$ cat config.mk
export PLATFORM = sky130hd
export DESIGN_NAME = load_store_unit
export DESIGN_NICKNAME = d
export VERILOG_FILES = /design/src/rtl/lsu_pkg.sv /design/src/rtl/lsu_byte_lane.sv /design/src/rtl/load_store_unit.sv
export SDC_FILE = /design/constraint.sdc
export NUM_CORES = 1
export LEC_CHECK = 0
export CORE_ASPECT_RATIO = 1.4
export CORE_MARGIN = 5
export CORE_UTILIZATION = 42
export CTS_CLUSTER_DIAMETER = 200
export DETAILED_ROUTE_END_ITERATION = 7
export PLACE_DENSITY = 0.83
export SETUP_SLACK_MARGIN = 0.1
export SLEW_MARGIN = 10
export SYNTH_ARGS = -nofsm -noshare
export SYNTH_HDL_FRONTEND = slang
export SYNTH_HIERARCHICAL = 1
export SYNTH_SLANG_ARGS = --single-unit
$ cat constraint.sdc
create_clock -name CLK -period 2.8 [get_ports CLK]
set_input_delay 0.56 -clock CLK [delete_from_list [all_inputs] [get_ports CLK]]
set_output_delay 0.56 -clock CLK [all_outputs]
set_load 0.02 [all_outputs]
$ cat src/rtl/lsu_pkg.sv
// Shared FUNCT3 codes, FSM states and access legality check for the load/store unit.
package lsu_pkg;

  localparam logic [2:0] F3_B  = 3'd0;
  localparam logic [2:0] F3_H  = 3'd1;
  localparam logic [2:0] F3_W  = 3'd2;
  localparam logic [2:0] F3_BU = 3'd4;
  localparam logic [2:0] F3_HU = 3'd5;

  typedef enum logic [1:0] {
    S_IDLE,
    S_RD,
    S_WR,
    S_RESP
  } lsu_state_t;

  // High for an unsupported width code or an address not aligned to the access size.
  function automatic logic access_err(input logic       write,
                                      input logic [2:0] funct3,
                                      input logic [1:0] off);
    logic invalid;
    logic misaligned;
    if (write) invalid = (funct3 >= 3'd3);
    else       invalid = (funct3 == 3'd3) || (funct3 == 3'd6) || (funct3 == 3'd7);
    misaligned = ((funct3[1:0] == 2'd1) && off[0]) ||
                 ((funct3[1:0] == 2'd2) && (off != 2'd0));
    return invalid || misaligned;
  endfunction

endpackage

$ cat src/rtl/lsu_byte_lane.sv
// Combinational lane select/extend for loads and read-modify-write merge for stores.
// Zero latency; no flow control.
module lsu_byte_lane
  import lsu_pkg::*;
(
  input  logic [31:0] word,
  input  logic [31:0] wdata,
  input  logic [2:0]  funct3,
  input  logic [1:0]  off,
  output logic [31:0] load_data,
  output logic [31:0] store_data
);

  logic [7:0]  lane_b;
  logic [15:0] lane_h;

  always_comb begin
    lane_b = word[{off, 3'b000} +: 8];
    lane_h = off[1] ? word[31:16] : word[15:0];

    load_data = word;
    case (funct3)
      F3_B:    load_data = {{24{lane_b[7]}}, lane_b};
      F3_H:    load_data = {{16{lane_h[15]}}, lane_h};
      F3_BU:   load_data = {24'h0, lane_b};
      F3_HU:   load_data = {16'h0, lane_h};
      default: load_data = word;
    endcase

    // Little-endian: lane 0 is bits [7:0].
    store_data = wdata;
    case (funct3)
      F3_B: begin
        store_data = word;
        store_data[{off, 3'b000} +: 8] = wdata[7:0];
      end
      F3_H:    store_data = off[1] ? {wdata[15:0], word[15:0]} : {word[31:16], wdata[15:0]};
      default: store_data = wdata;
    endcase
  end

endmodule

$ cat src/rtl/load_store_unit.sv
// RV32I load/store sequencer onto a word-wide memory; DONE 1 (error), 2 (load/SW) or 3 (SB/SH) cycles after accept.
// REQ is only sampled in IDLE, so a held request is re-accepted after each RESP.
module load_store_unit
  import lsu_pkg::*;
#(
  parameter int ADDR_W = 32
) (
  input  logic              CLK,
  input  logic              RST,
  input  logic              REQ,
  input  logic              WRITE,
  input  logic [2:0]        FUNCT3,
  input  logic [ADDR_W-1:0] ADDR,
  input  logic [31:0]       WDATA,
  output logic              BUSY,
  output logic              DONE,
  output logic              ERR,
  output logic [31:0]       RDATA,
  output logic [ADDR_W-1:0] A,
  output logic [31:0]       WD,
  output logic              WE,
  input  logic [31:0]       RD
);

  lsu_state_t        state_q, state_d;
  logic [ADDR_W-1:0] addr_q;
  logic [2:0]        funct3_q;
  logic              write_q;
  logic              err_q;
  logic [31:0]       wdata_q;
  logic [31:0]       word_q;
  logic [31:0]       load_data;
  logic [31:0]       store_data;

  lsu_byte_lane u_lane (
    .word       (word_q),
    .wdata      (wdata_q),
    .funct3     (funct3_q),
    .off        (addr_q[1:0]),
    .load_data  (load_data),
    .store_data (store_data)
  );

  always_ff @(posedge CLK) begin
    if (!RST) begin
      state_q  <= S_IDLE;
      addr_q   <= '0;
      funct3_q <= '0;
      write_q  <= 1'b0;
      err_q    <= 1'b0;
      wdata_q  <= '0;
      word_q   <= '0;
    end else begin
      state_q <= state_d;
      if (state_q == S_IDLE && REQ) begin
        addr_q   <= ADDR;
        funct3_q <= FUNCT3;
        write_q  <= WRITE;
        wdata_q  <= WDATA;
        err_q    <= access_err(WRITE, FUNCT3, ADDR[1:0]);
      end
      if (state_q == S_RD) word_q <= RD;
    end
  end

  always_comb begin
    state_d = state_q;
    BUSY    = (state_q != S_IDLE);
    DONE    = 1'b0;
    ERR     = 1'b0;
    RDATA   = '0;
    A       = '0;
    WD      = '0;
    WE      = 1'b0;
    case (state_q)
      S_IDLE: begin
        if (REQ) begin
          if (access_err(WRITE, FUNCT3, ADDR[1:0])) state_d = S_RESP;
          else if (WRITE && FUNCT3 == F3_W)         state_d = S_WR;
          else                                      state_d = S_RD;
        end
      end
      S_RD: begin
        A       = {addr_q[ADDR_W-1:2], 2'b00};
        state_d = write_q ? S_WR : S_RESP;
      end
      S_WR: begin
        A       = {addr_q[ADDR_W-1:2], 2'b00};
        WD      = store_data;
        WE      = 1'b1;
        state_d = S_RESP;
      end
      S_RESP: begin
        DONE    = 1'b1;
        ERR     = err_q;
        RDATA   = (write_q || err_q) ? 32'h0 : load_data;
        state_d = S_IDLE;
      end
      default: state_d = S_IDLE;
    endcase
  end

endmodule

==> impl_metrics.py <==
metrics = {
    "finish": {
        "final_layout_size_suffix_gt1_frac": 0.176,
        "layout_common_cells": "nand2_1 (171), clkdlybuf4s50_1 (106), dfxtp_1 (100)",
        "nNetsFinal": 1104,
        "post-route-util": 0.631,
        "area_delta_synth_final_pct": 48.3,
        "final_common_cell": "nand2_1",
        "diodes": 0,
    },
    "cts": {
        "cts.sinks": 103,
        "cts_tree": "yes",
        "clock-root-buffer": "clkbuf_16",
        "h-tree-depth": 3,
        "cts_inserted_buffers": 9,
        "worst_skew_pair.late_latency_ns": 0.34,
        "cts_buffer_depth": 2,
        "path_clk_slew_ns": 0.07,
    },
    "die": {
        "die_y_um": 153,
        "fp.dieW_um": 112,
        "dieArea_mm2": 0.0172,
        "ioPinCount": 203,
        "rows": 52,
        "initial_core_util": 0.426,
        "core_region_area_mm2": 0.0144,
    },
    "global_routing": {
        "grt-ovfl-total": 0,
        "grt_max_degree": 81,
        "grt_pass1_wl_um": 32700,
        "grt_pass1_vias": 6332,
        "grtUsageTotal": 0.234,
        "antenna_found_initial": 0,
    },
    "routing": {
        "routed_wl_um": 21200,
        "drt_pre_antenna_iters": 7,
        "wl_per_cell_um": 17.9,
        "drc": 0,
        "dr_total_vias": 6447,
        "postRouteAntennaNets": 0,
        "drtIter0Drc": 470,
        "viasPerCell": 5.44,
    },
    "pwr": {
        "clkPwrFrac": 0.188,
        "total_power_uw": 6700,
        "combPwrFrac": 0.496,
        "p_leak_uw": 0.00425,
        "power_switching_uw": 2720,
        "p_sw_frac": 0.406,
        "power_frac_seq": 0.317,
        "cell_internal_pwr_uw": 3980,
        "ir_drop_mv": 0.648,
        "p_per_area_mw_per_mm2": 735,
    },
    "placement": {
        "post-place-ws_ns": -0.0907,
        "gp_congestion": 0.953,
        "place_hpwl_um": 15800,
        "portBuffers": 200,
    },
    "critical_path": {
        "path_cells": "buf_6, mux4_2, and2_4, buf_4, a221o_1, and2_1, buf_6",
        "cp-end-kind": "output pin",
        "critPathArrivalTime_ns": 2.23,
        "worst_path_dominant_cell_family": "multiplexers",
        "worstPathRequired_ns": 2.24,
        "cp-start-kind": "flop",
        "cp_max_fo": 6,
        "slowest_delay_ns": 0.55,
        "path_class": "flop to output pin",
        "cp_slowest_cell": "mux4_2",
        "worst-path-buf-inv": 3,
        "cpMostUsedCell": "buf_6",
    },
    "sta": {
        "layout_setup_ws_ns": 0.0124,
        "rsz0062_at_grt": "true",
        "hold_viol": 0,
        "clock.fmax_ghz": 0.359,
        "finalCritPeriodShare": 0.996,
        "fin_crit_ns": 2.79,
        "finalSetupViolCount": 0,
        "clock_skew_ns": 0.00741,
        "slew_viol_final": 0,
        "tightest_slew_ns": 0.631,
        "slew_headroom": 0.578,
    },
    "worst_hold_path": {
        "hold_class": "flop to flop",
    },
    "run": {
        "max_cap_viol_count": 0,
    },
    "logic_synthesis": {
        "yosysWarnings": 6,
        "ys_seq_elements": 103,
        "syn_area_mm2": 0.00615,
        "syn_inst": 792,
        "yosys-top-cells-area": "dfxtp_1 (34%), nand2_1 (10%), mux2i_1 (10%)",
        "yosysSeqAreaShare": 0.335,
        "synth_cell_types": 45,
        "synth_top_area_frac": 0.335,
        "yosysTopAreaCell": "dfxtp_1",
        "syn_avg_cell_area_um2": 7.76,
    },
    "run_status": {
        "status": "finished clean",
    },
}
==> logic make-up (layout without fill, tap and decap cells) <==
logic type / Yosys count / count (layout) / synth area share
AND/OR/NAND/NOR: 369 / 369 / 0.293
AO/OA/AOI/OAI: 168 / 168 / 0.187
flip-flops: 103 / 103 / 0.335
buffers and inverters: 76 / 279 / 0.0560
multiplexers: 65 / 65 / 0.108
adder cells (fa/ha/maj): 10 / 10 / 0.0203
other: 1 / 2 / 0.000610
==> worst min-delay path, cell delays in order (launching register included) <==
cell and delay [ns]:
dfxtp_1 0.31, nand2_1 0.05, a21oi_1 0.05
==> area by class of cell <==
type | count | area [um2]
multi-input cells | 614 | 3910
clock inverters | 5 | 58.8
repair buffers | 254 | 2580
well taps | 189 | 236
flip-flops and latches | 103 | 2070
inverters | 9 | 36.3
fillers | 1282 | 5330
clock buffers | 11 | 233
==> Yosys cell counts, drive strengths merged <==
cell type  number
dfxtp         103
clkbuf         28
or3             1
conb            1
clkinv          1
and2           97
ha             10
mux2            1
inv             8
or4             1
or2             1
a211oi         12
mux2i          63
or3b            1
nand2         172
nor3            2
nand3          11
o21ai           5
buf            39
o22a            8
a211o           1
a22o           22
a221oi         13
nor4bb          2
nor3b           2
nand4           5
a22oi           1
o22ai           5
nand3b          9
o2111ai         1
o32ai           1
nand2b          4
o21a            1
a221o          15
and4b           1
nor2b          13
a21oi          83
mux4            1
nor2           47
==> layer usage <==
| layer | track usage | wire length (um) | share of wire |
|---|---|---|---|
| met4 | 0.133 | 1210 | 0.057 |
| met5 | 0 | 0 | 0 |
| met3 | 0.0696 | 2130 | 0.10 |
| met1 | 0.255 | 7530 | 0.35 |
| met2 | 0.400 | 10300 | 0.49 |
==> state kept, by name, indices dropped and copies added (netlist names) <==
register	cells
wdata_q	32
err_q	1
addr_q	32
write_q	1
funct3_q	3
word_q	32
state_q	2
==> repair_timing <==
item,CTS,global route
endpoints found under the setup margin,94,80
hold endpoints to repair,0,0
pin swaps,16,14
resized for setup,260,125
hold buffers,0,0
buffers inserted,7,0
==> final timing paths <==
path / start / end / slack (ns) / cells past startpoint
worst min-delay path: addr_q[28] / addr_q[28] / 0.45 / 2
worst max register to register: state_q[0] / funct3_q[1] / 0.95 / 6
worst max-delay path: addr_q[0] / RDATA[15] / 0.01 / 7
worst min register to register: addr_q[28] / addr_q[28] / 0.45 / 2
==> power by group through the flow <==
stage / clock (uW) / combinational (uW) / sequential (uW)
CTS: 1280 / 3240 / 2100
global route: 1330 / 3620 / 2140
detailed placement: 0 / 3170 / 2130
finish: 1260 / 3320 / 2120
global placement: 0 / 3120 / 2120
floorplan: 0 / 2120 / 1970
==> stage by stage <==
| stage | cell area (um2) | setup TNS [ns] | instances | hold slack (ns) |
|---|---|---|---|---|
| 4_1_cts | 8810 | 0 | 1185 | 0.451 |
| 2_1_floorplan | 6160 | 0 | 793 | 0.432 |
| 3_5_place_dp | 8530 | -1.02 | 1162 | 0.442 |
| 3_3_place_gp | 8530 | -0.0307 | 1162 | 0.437 |
| 6_report | 9120 | 0 | 1185 | 0.449 |
| 5_1_grt | 9120 | -0.390 | 1185 | 0.463 |
Power figures use the tool's default switching activity.
